**config.mk**
```make
export PLATFORM = sky130hd
export DESIGN_NAME = neighbor_reader_flat
export DESIGN_NICKNAME = d
export VERILOG_FILES = /design/src/rtl/neighbor_reader_if.sv /design/src/rtl/neighbor_reader.sv /design/src/flat_wrapper.sv
export SDC_FILE = /design/constraint.sdc
export NUM_CORES = 1
export LEC_CHECK = 0
export CAP_MARGIN = 5
export CORE_UTILIZATION = 25
export DETAILED_ROUTE_END_ITERATION = 6
export GPL_TIMING_DRIVEN = 0
export HOLD_SLACK_MARGIN = 0.02
export RECOVER_POWER = 25
export SYNTH_ARGS = -nofsm -noshare
export SYNTH_HDL_FRONTEND = slang
export SYNTH_SLANG_ARGS = --single-unit
```
**constraint.sdc**
```tcl
create_clock -name clk -period 10.5 [get_ports clk]
set_clock_uncertainty 0.2 [all_clocks]
set_input_delay 2.1 -clock clk [delete_from_list [all_inputs] [get_ports clk]]
set_output_delay 2.1 -clock clk [all_outputs]
set_load 0.03 [all_outputs]
```
**src/rtl/neighbor_reader_if.sv**
```systemverilog
// Query / neighbor-stream / status bundle between neighbor_reader and its consumer.
// slave is the responder side, master the requester/consumer side.
interface neighbor_reader_if;
  logic        query_valid;
  logic        query_ready;
  logic [8:0]  query_vertex;
  logic        nbr_valid;
  logic        nbr_ready;
  logic [31:0] nbr_vertex;
  logic        nbr_last;
  logic [3:0]  nbr_count;
  logic        done;
  logic        err;
  logic        busy;

  modport slave (
    input  query_valid, query_vertex, nbr_ready,
    output query_ready, nbr_valid, nbr_vertex, nbr_last, nbr_count, done, err, busy
  );
  modport master (
    output query_valid, query_vertex, nbr_ready,
    input  query_ready, nbr_valid, nbr_vertex, nbr_last, nbr_count, done, err, busy
  );
endinterface

```
**src/rtl/neighbor_reader.sv**
```systemverilog
// Fetches one vertex's neighbor list from the neighbor RAM and streams it out
// through a 2-entry FIFO, keeping reads-in-flight plus FIFO entries at most 2.
module neighbor_reader #(
  parameter int MAX_NEIGHBOR_COUNT = 10
) (
  input  logic               clk,
  input  logic               rst,
  neighbor_reader_if.slave   bus,
  output logic               RAM_NBR_EN,
  output logic [8:0]         RAM_NBR_A,
  output logic [3:0]         RAM_NBR_WE,
  output logic [31:0]        RAM_NBR_Di,
  input  logic [31:0]        RAM_NBR_Do
);
  typedef enum logic [1:0] {IDLE, RD_COUNT, STREAM, DONE} state_t;
  localparam logic [3:0] MAXC = 4'(MAX_NEIGHBOR_COUNT);

  state_t      state, state_n;
  logic [8:0]  base;
  logic [3:0]  cnt, issued;
  logic        rd_vld, rd_last;
  logic [31:0] fifo_data [2];
  logic [1:0]  fifo_last;
  logic        rd_ptr, wr_ptr;
  logic [1:0]  occ;

  logic        accept, pop, range_bad, issue, issue_last, done_d, last_pop;
  logic [12:0] base_full;
  logic [3:0]  cnt_raw, cnt_clamp, cnt_eff;

  assign RAM_NBR_WE = 4'b0000;
  assign RAM_NBR_Di = 32'd0;

  // Head of FIFO drives the stream directly.
  assign bus.nbr_valid  = (occ != 2'd0);
  assign bus.nbr_vertex = fifo_data[rd_ptr];
  assign bus.nbr_last   = fifo_last[rd_ptr] & bus.nbr_valid;

  assign accept   = (state == IDLE) && bus.query_valid && bus.query_ready;
  assign pop      = bus.nbr_valid && bus.nbr_ready;
  assign last_pop = pop && fifo_last[rd_ptr];

  // Full-width product so large vertex indices cannot wrap into range.
  assign base_full = (13'(bus.query_vertex) - 13'd1) * 13'(MAX_NEIGHBOR_COUNT);
  assign range_bad = (bus.query_vertex == 9'd0) ||
                     ((14'(base_full) + 14'(MAX_NEIGHBOR_COUNT)) > 14'd511);

  assign cnt_raw   = RAM_NBR_Do[3:0];
  assign cnt_clamp = (cnt_raw > MAXC) ? MAXC : cnt_raw;
  assign cnt_eff   = (state == RD_COUNT) ? cnt_clamp : cnt;

  always_comb begin
    state_n = state;
    case (state)
      IDLE:     if (accept) state_n = range_bad ? DONE : RD_COUNT;
      RD_COUNT: state_n = (cnt_clamp == 4'd0) ? DONE : STREAM;
      STREAM:   if (last_pop) state_n = IDLE;
      DONE:     state_n = IDLE;
      default:  state_n = IDLE;
    endcase
  end

  always_comb begin
    issue      = 1'b0;
    issue_last = ((issued + 4'd1) == cnt_eff);
    done_d     = (state == DONE) || ((state == STREAM) && last_pop);
    case (state)
      RD_COUNT: issue = (cnt_clamp != 4'd0);
      // A read issued now lands next cycle; leave room after this cycle's push/pop.
      STREAM:   issue = (issued < cnt) &&
                        ((3'(occ) + 3'(rd_vld)) < (3'd2 + 3'(pop)));
      default:  issue = 1'b0;
    endcase
  end

  always_ff @(posedge clk) begin
    if (rst) begin
      state           <= IDLE;
      base            <= '0;
      cnt             <= '0;
      issued          <= '0;
      rd_vld          <= 1'b0;
      rd_last         <= 1'b0;
      for (int i = 0; i < 2; i++) fifo_data[i] <= '0;
      fifo_last       <= '0;
      rd_ptr          <= 1'b0;
      wr_ptr          <= 1'b0;
      occ             <= '0;
      RAM_NBR_EN      <= 1'b0;
      RAM_NBR_A       <= '0;
      bus.query_ready <= 1'b0;
      bus.nbr_count   <= '0;
      bus.done        <= 1'b0;
      bus.err         <= 1'b0;
      bus.busy        <= 1'b0;
    end else begin
      state           <= state_n;
      RAM_NBR_EN      <= 1'b1;
      bus.query_ready <= (state == IDLE) && (state_n == IDLE);
      bus.done        <= done_d;

      if (accept) begin
        base          <= base_full[8:0];
        issued        <= '0;
        bus.err       <= range_bad;
        bus.nbr_count <= '0;
        bus.busy      <= 1'b1;
        if (!range_bad) RAM_NBR_A <= base_full[8:0];
      end
      if (state == RD_COUNT) begin
        cnt           <= cnt_clamp;
        bus.nbr_count <= cnt_clamp;
        if (cnt_raw > MAXC) bus.err <= 1'b1;
      end
      if (done_d) bus.busy <= 1'b0;

      rd_vld <= issue;
      if (issue) begin
        RAM_NBR_A <= base + 9'(issued) + 9'd1;
        issued    <= issued + 4'd1;
        rd_last   <= issue_last;
      end

      if (rd_vld) begin
        fifo_data[wr_ptr] <= RAM_NBR_Do;
        fifo_last[wr_ptr] <= rd_last;
        wr_ptr            <= ~wr_ptr;
      end
      if (pop) rd_ptr <= ~rd_ptr;
      occ <= 2'(occ + 2'(rd_vld) - 2'(pop));
    end
  end
endmodule

```
**src/flat_wrapper.sv**
```systemverilog
// flat-port wrapper written by rule: the top's interface ports become plain ports
module neighbor_reader_flat 
#(
  parameter int MAX_NEIGHBOR_COUNT = 10
)
  (clk, rst, RAM_NBR_EN, RAM_NBR_A, RAM_NBR_WE, RAM_NBR_Di, RAM_NBR_Do, bus_query_valid, bus_query_vertex, bus_nbr_ready, bus_query_ready, bus_nbr_valid, bus_nbr_vertex, bus_nbr_last, bus_nbr_count, bus_done, bus_err, bus_busy);
  neighbor_reader_if bus_i ();
  input  logic clk;
  input  logic rst;
  output logic RAM_NBR_EN;
  output logic [8:0] RAM_NBR_A;
  output logic [3:0] RAM_NBR_WE;
  output logic [31:0] RAM_NBR_Di;
  input  logic [31:0] RAM_NBR_Do;
  input wire logic [$bits(bus_i.query_valid)-1:0] bus_query_valid;
  input wire logic [$bits(bus_i.query_vertex)-1:0] bus_query_vertex;
  input wire logic [$bits(bus_i.nbr_ready)-1:0] bus_nbr_ready;
  output wire logic [$bits(bus_i.query_ready)-1:0] bus_query_ready;
  output wire logic [$bits(bus_i.nbr_valid)-1:0] bus_nbr_valid;
  output wire logic [$bits(bus_i.nbr_vertex)-1:0] bus_nbr_vertex;
  output wire logic [$bits(bus_i.nbr_last)-1:0] bus_nbr_last;
  output wire logic [$bits(bus_i.nbr_count)-1:0] bus_nbr_count;
  output wire logic [$bits(bus_i.done)-1:0] bus_done;
  output wire logic [$bits(bus_i.err)-1:0] bus_err;
  output wire logic [$bits(bus_i.busy)-1:0] bus_busy;
  assign bus_i.query_valid = bus_query_valid;
  assign bus_i.query_vertex = bus_query_vertex;
  assign bus_i.nbr_ready = bus_nbr_ready;
  assign bus_query_ready = bus_i.query_ready;
  assign bus_nbr_valid = bus_i.nbr_valid;
  assign bus_nbr_vertex = bus_i.nbr_vertex;
  assign bus_nbr_last = bus_i.nbr_last;
  assign bus_nbr_count = bus_i.nbr_count;
  assign bus_done = bus_i.done;
  assign bus_err = bus_i.err;
  assign bus_busy = bus_i.busy;
  neighbor_reader #(.MAX_NEIGHBOR_COUNT(MAX_NEIGHBOR_COUNT)) u_core (.clk(clk), .rst(rst), .bus(bus_i), .RAM_NBR_EN(RAM_NBR_EN), .RAM_NBR_A(RAM_NBR_A), .RAM_NBR_WE(RAM_NBR_WE), .RAM_NBR_Di(RAM_NBR_Di), .RAM_NBR_Do(RAM_NBR_Do));
endmodule
```
==> results of run 1 <==
power groups by stage:
stage / clock, mW / sequential (mW) / combinational (mW)
2_1_floorplan: 0 / 0.535 / 0.234
3_3_place_gp: 0 / 0.520 / 0.375
3_5_place_dp: 0 / 0.519 / 0.380
4_1_cts: 0.370 / 0.509 / 0.383
5_1_grt: 0.386 / 0.513 / 0.412
6_report: 0.364 / 0.508 / 0.379
placed cells by master (no fill, tap or decap), types with 3 or more instances in the layout:
cell type        count
a211oi_1            10
a21o_1               6
a21oi_1             25
and2_0              27
and2_1              39
and3_1               3
buf_1                3
buf_4               36
clkbuf_1            18
clkbuf_16            9
clkdlybuf4s50_1     93
conb_1              36
dfxtp_1             45
edfxtp_1            64
ha_1                34
inv_1               20
mux2_2              33
nand2_1             28
nand3_1             12
nor2_1              31
nor2b_1              5
nor3_1              11
nor4_1               9
o2111ai_1            3
o211ai_1             3
o21ai_0             21
o21ai_1              4
or2_1                3
or2_2                3
xnor2_1             17
xor2_1              10
worst paths after layout:
check | cells past startpoint | slack (ns) | start | end
worst max-delay path | 15 | 4.31 | bus_query_vertex[0] | u_core.RAM_NBR_A[5]
worst min register to register | 2 | 0.27 | u_core.bus.nbr_count[2] | u_core.bus.nbr_count[2]
worst min-delay path | 2 | 0.27 | u_core.bus.nbr_count[2] | u_core.bus.nbr_count[2]
worst max register to register | 9 | 7.72 | u_core.state[0] | u_core.RAM_NBR_A[2]
routing by layer:
layer	GRT usage (%)	vias to the layer above
li1	-	2195
met1	15.7	2046
met2	17.7	143
met3	2.39	15
met4	3.22	0
met5	0	-
sequential cells by signal (all words and copies together) (netlist names), named ones only:
| register | count |
|---|---|
| u_core.rd_ptr | 1 |
| u_core.wr_ptr | 1 |
| u_core.state | 2 |
| u_core.rd_last | 1 |
| u_core.bus.query_ready | 1 |
| u_core.base | 8 |
| u_core.rd_vld | 1 |
| u_core.occ | 2 |
| u_core.bus.err | 1 |
| u_core.bus.done | 1 |
| u_core.fifo_data | 64 |
| u_core.bus.nbr_count | 4 |
| u_core.bus.busy | 1 |
| u_core.issued | 4 |
| u_core.cnt | 4 |
| u_core.fifo_last | 2 |
| u_core.RAM_NBR_EN | 1 |
| u_core.RAM_NBR_A | 9 |
worst register-to-register path, cell delays in order (launching register included):
cell and delay, ns:
dfxtp_1 0.35, inv_1 0.12, ha_1 0.27, and3_1 0.18
clkbuf_1 0.42, o21ai_1 0.18, a211o_1 0.29, clkbuf_1 0.27
o2111ai_1 0.25, o221ai_1 0.13
stage by stage:
step / power [mW] / setup WS [ns] / util (%) / std cells / hold slack, ns
2_1_floorplan: 0.769 / 5.01 / - / 597 / 0.240
3_3_place_gp: 0.895 / 4.03 / 32.3 / 1005 / 0.248
3_5_place_dp: 0.899 / 3.97 / 32.6 / 1007 / 0.262
4_1_cts: 1.26 / 4.33 / 34.0 / 1023 / 0.272
5_1_grt: 1.31 / 4.06 / 33.9 / 1023 / 0.288
6_report: 1.25 / 4.31 / 33.9 / 1023 / 0.273
final cells by class:
type / instances / area [um2]
flip-flops and latches: 109 / 2820
well taps: 313 / 392
multi-input cells: 407 / 2800
clock buffers: 9 / 225
plain buffers: 60 / 370
clock inverters: 7 / 91.3
repair buffers: 97 / 998
inverters: 21 / 78.8
fillers: 2362 / 15100
logic make-up after synthesis:
kind of cell	share of synthesized area (%)
AO/OA/AOI/OAI	9.81
XOR/XNOR	3.99
adder cells (fa/ha/maj)	7.85
buffers and inverters	7.58
flip-flops	47.6
multiplexers	6.44
other	0.0633
AND/OR/NAND/NOR	16.7
==> flow_summary.ini, run 1 <==
[clocking]
cts_resized = 0
root_buffer = clkbuf_16
post-cts-setup-buffers = 0
h-tree-depth = 3
clock_latency_ns = 0.36
cts_buffer_depth = 2
cts_buffers = 9
path_clk_slew_ns = 0.08
holdBufCountCts = 0
cts_tree = built
cts_sinks = 109

[pwr]
power_frac_seq_pct = 40.6
clockPowerShare_pct = 29.1
ir_drop_mv = 0.0710
cellInternalPower_uw = 837
pwr-share-comb_pct = 30.3
power_switching_share_pct = 33.1
power.density_nw_per_um2 = 161
p_sw_uw = 414
leakagePower_nw = 3.00

[die]
start_util_pct = 25.9
core_area_um2 = 22900
io_pins = 133
num_rows = 55
dieHeight_um = 156
die_w_um = 156
dieArea_um2 = 24300

[route]
via_per_inst = 4.30
antenna_left = 0
wl_met2_um = 6120
first_pass_iters = 5
top_layer_used = met4
met1_length_um = 6830
wl_um = 13900
wire_per_inst_um = 13.6
vias = 4399
wl_met3_um = 841
drt-initial-drc-count = 279
drc = 0

[yosys]
synth.avg_cell_area_um2 = 10.5
synth_ff_type = edfxtp_1
syn-instance-count = 562
synthTopCellsByCount = and2_1 (66), edfxtp_1 (64), dfxtp_1 (45), buf_4 (36), ha_1 (34)
yosysSeqAreaShare_pct = 47.6
yosys_warnings = 0
synth.cell_area_um2 = 5930
synth-seq-cells = 109
yosys.area.top_type = edfxtp_1
synth_top_cell_area_share_pct = 32.4
synthTopCellsByArea = edfxtp_1 (32%), dfxtp_1 (15%), ha_1 (7.2%), and2_1 (7.0%), mux2_2 (6.3%)
synth_edf_count = 64
synth_cell_types = 56
yosysMostFrequentCell = and2_1
async_reset_ff_share_pct = 0

[timing]
finalCritPeriodShare_pct = 58.9
slew_violations = 0
grt_setup_unrepaired = false
finalCriticalPeriod_ns = 6.19
fmax_ghz = 0.162
tns_ns = 0
slew_headroom_pct = 1.08
setup_viol = 0
hold_viol = 0
worst_pin_slew_ns = 1.47

[setup_path]
crit_fanout = 10
crit_chain = clkdlybuf4s50_1 > inv_1 > ha_1 > nand2_1 > xnor2_1 > ha_1 > ha_1 > a211oi_1 > o21ai_1 > nand3_1 > mux2_2 > a311oi_1 > buf_2 > nor4_1 > a211oi_1
worst_path_max_delay_cell = clkdlybuf4s50_1
cp_top_family = compound AO/OA/AOI/OAI gates
slowest_delay_ns = 0.64
arrival_ns = 6.26
end_kind = flop
cpMostUsedCell = ha_1
critPathKind = primary input to flop
critPathBufInv = 3
startpoint_type = primary input
required_ns = 10.57

[grt]
grt-ovfl-total = 0
grt_usage_pct = 11.3
grt_pass1_vias = 4034
antenna_found_initial = 0
grt_pass1_wl_um = 21400
grt_max_degree = 27

[flow_run]
maxCapViolations = 1

[placement]
port_buffers = 95
placed_area_um2 = 7470
dp_hpwl_um = 10400
routabilityCongestion = 0.822

[layout]
num-nets-final = 786
drive_above_1_share_pct = 13.9
syn_to_final_growth_pct = 31.2
design_area_um2 = 7780
diodes = 0

[outcome]
violations = capacitance limit
status = complete, but fails checks

[min_path]
hold_path_class = flop to flop
(Power assumes the default switching activity.)
==> run 2, diff against run 1 <==
==> constraint.sdc (replaced) <==
create_clock -name clk -period 6.1 [get_ports clk]
set_clock_uncertainty 0.2 [all_clocks]
set_input_delay 1.22 -clock clk [delete_from_list [all_inputs] [get_ports clk]]
set_output_delay 1.22 -clock clk [all_outputs]
set_load 0.03 [all_outputs]
==> results of run 2 <==
Same layout as run 1 (identical final DEF). Status: complete, but fails checks: capacitance limit.
Main changes from that run: setup slack after placement 3.97 ns -> 0.450 ns; setup slack after layout 4.31 ns -> 0.794 ns; register-to-register setup slack 7.72 ns -> 3.32 ns; total power 1.25 mW -> 2.15 mW; worst IR drop on VDD 0.0710 mV -> 0.122 mV
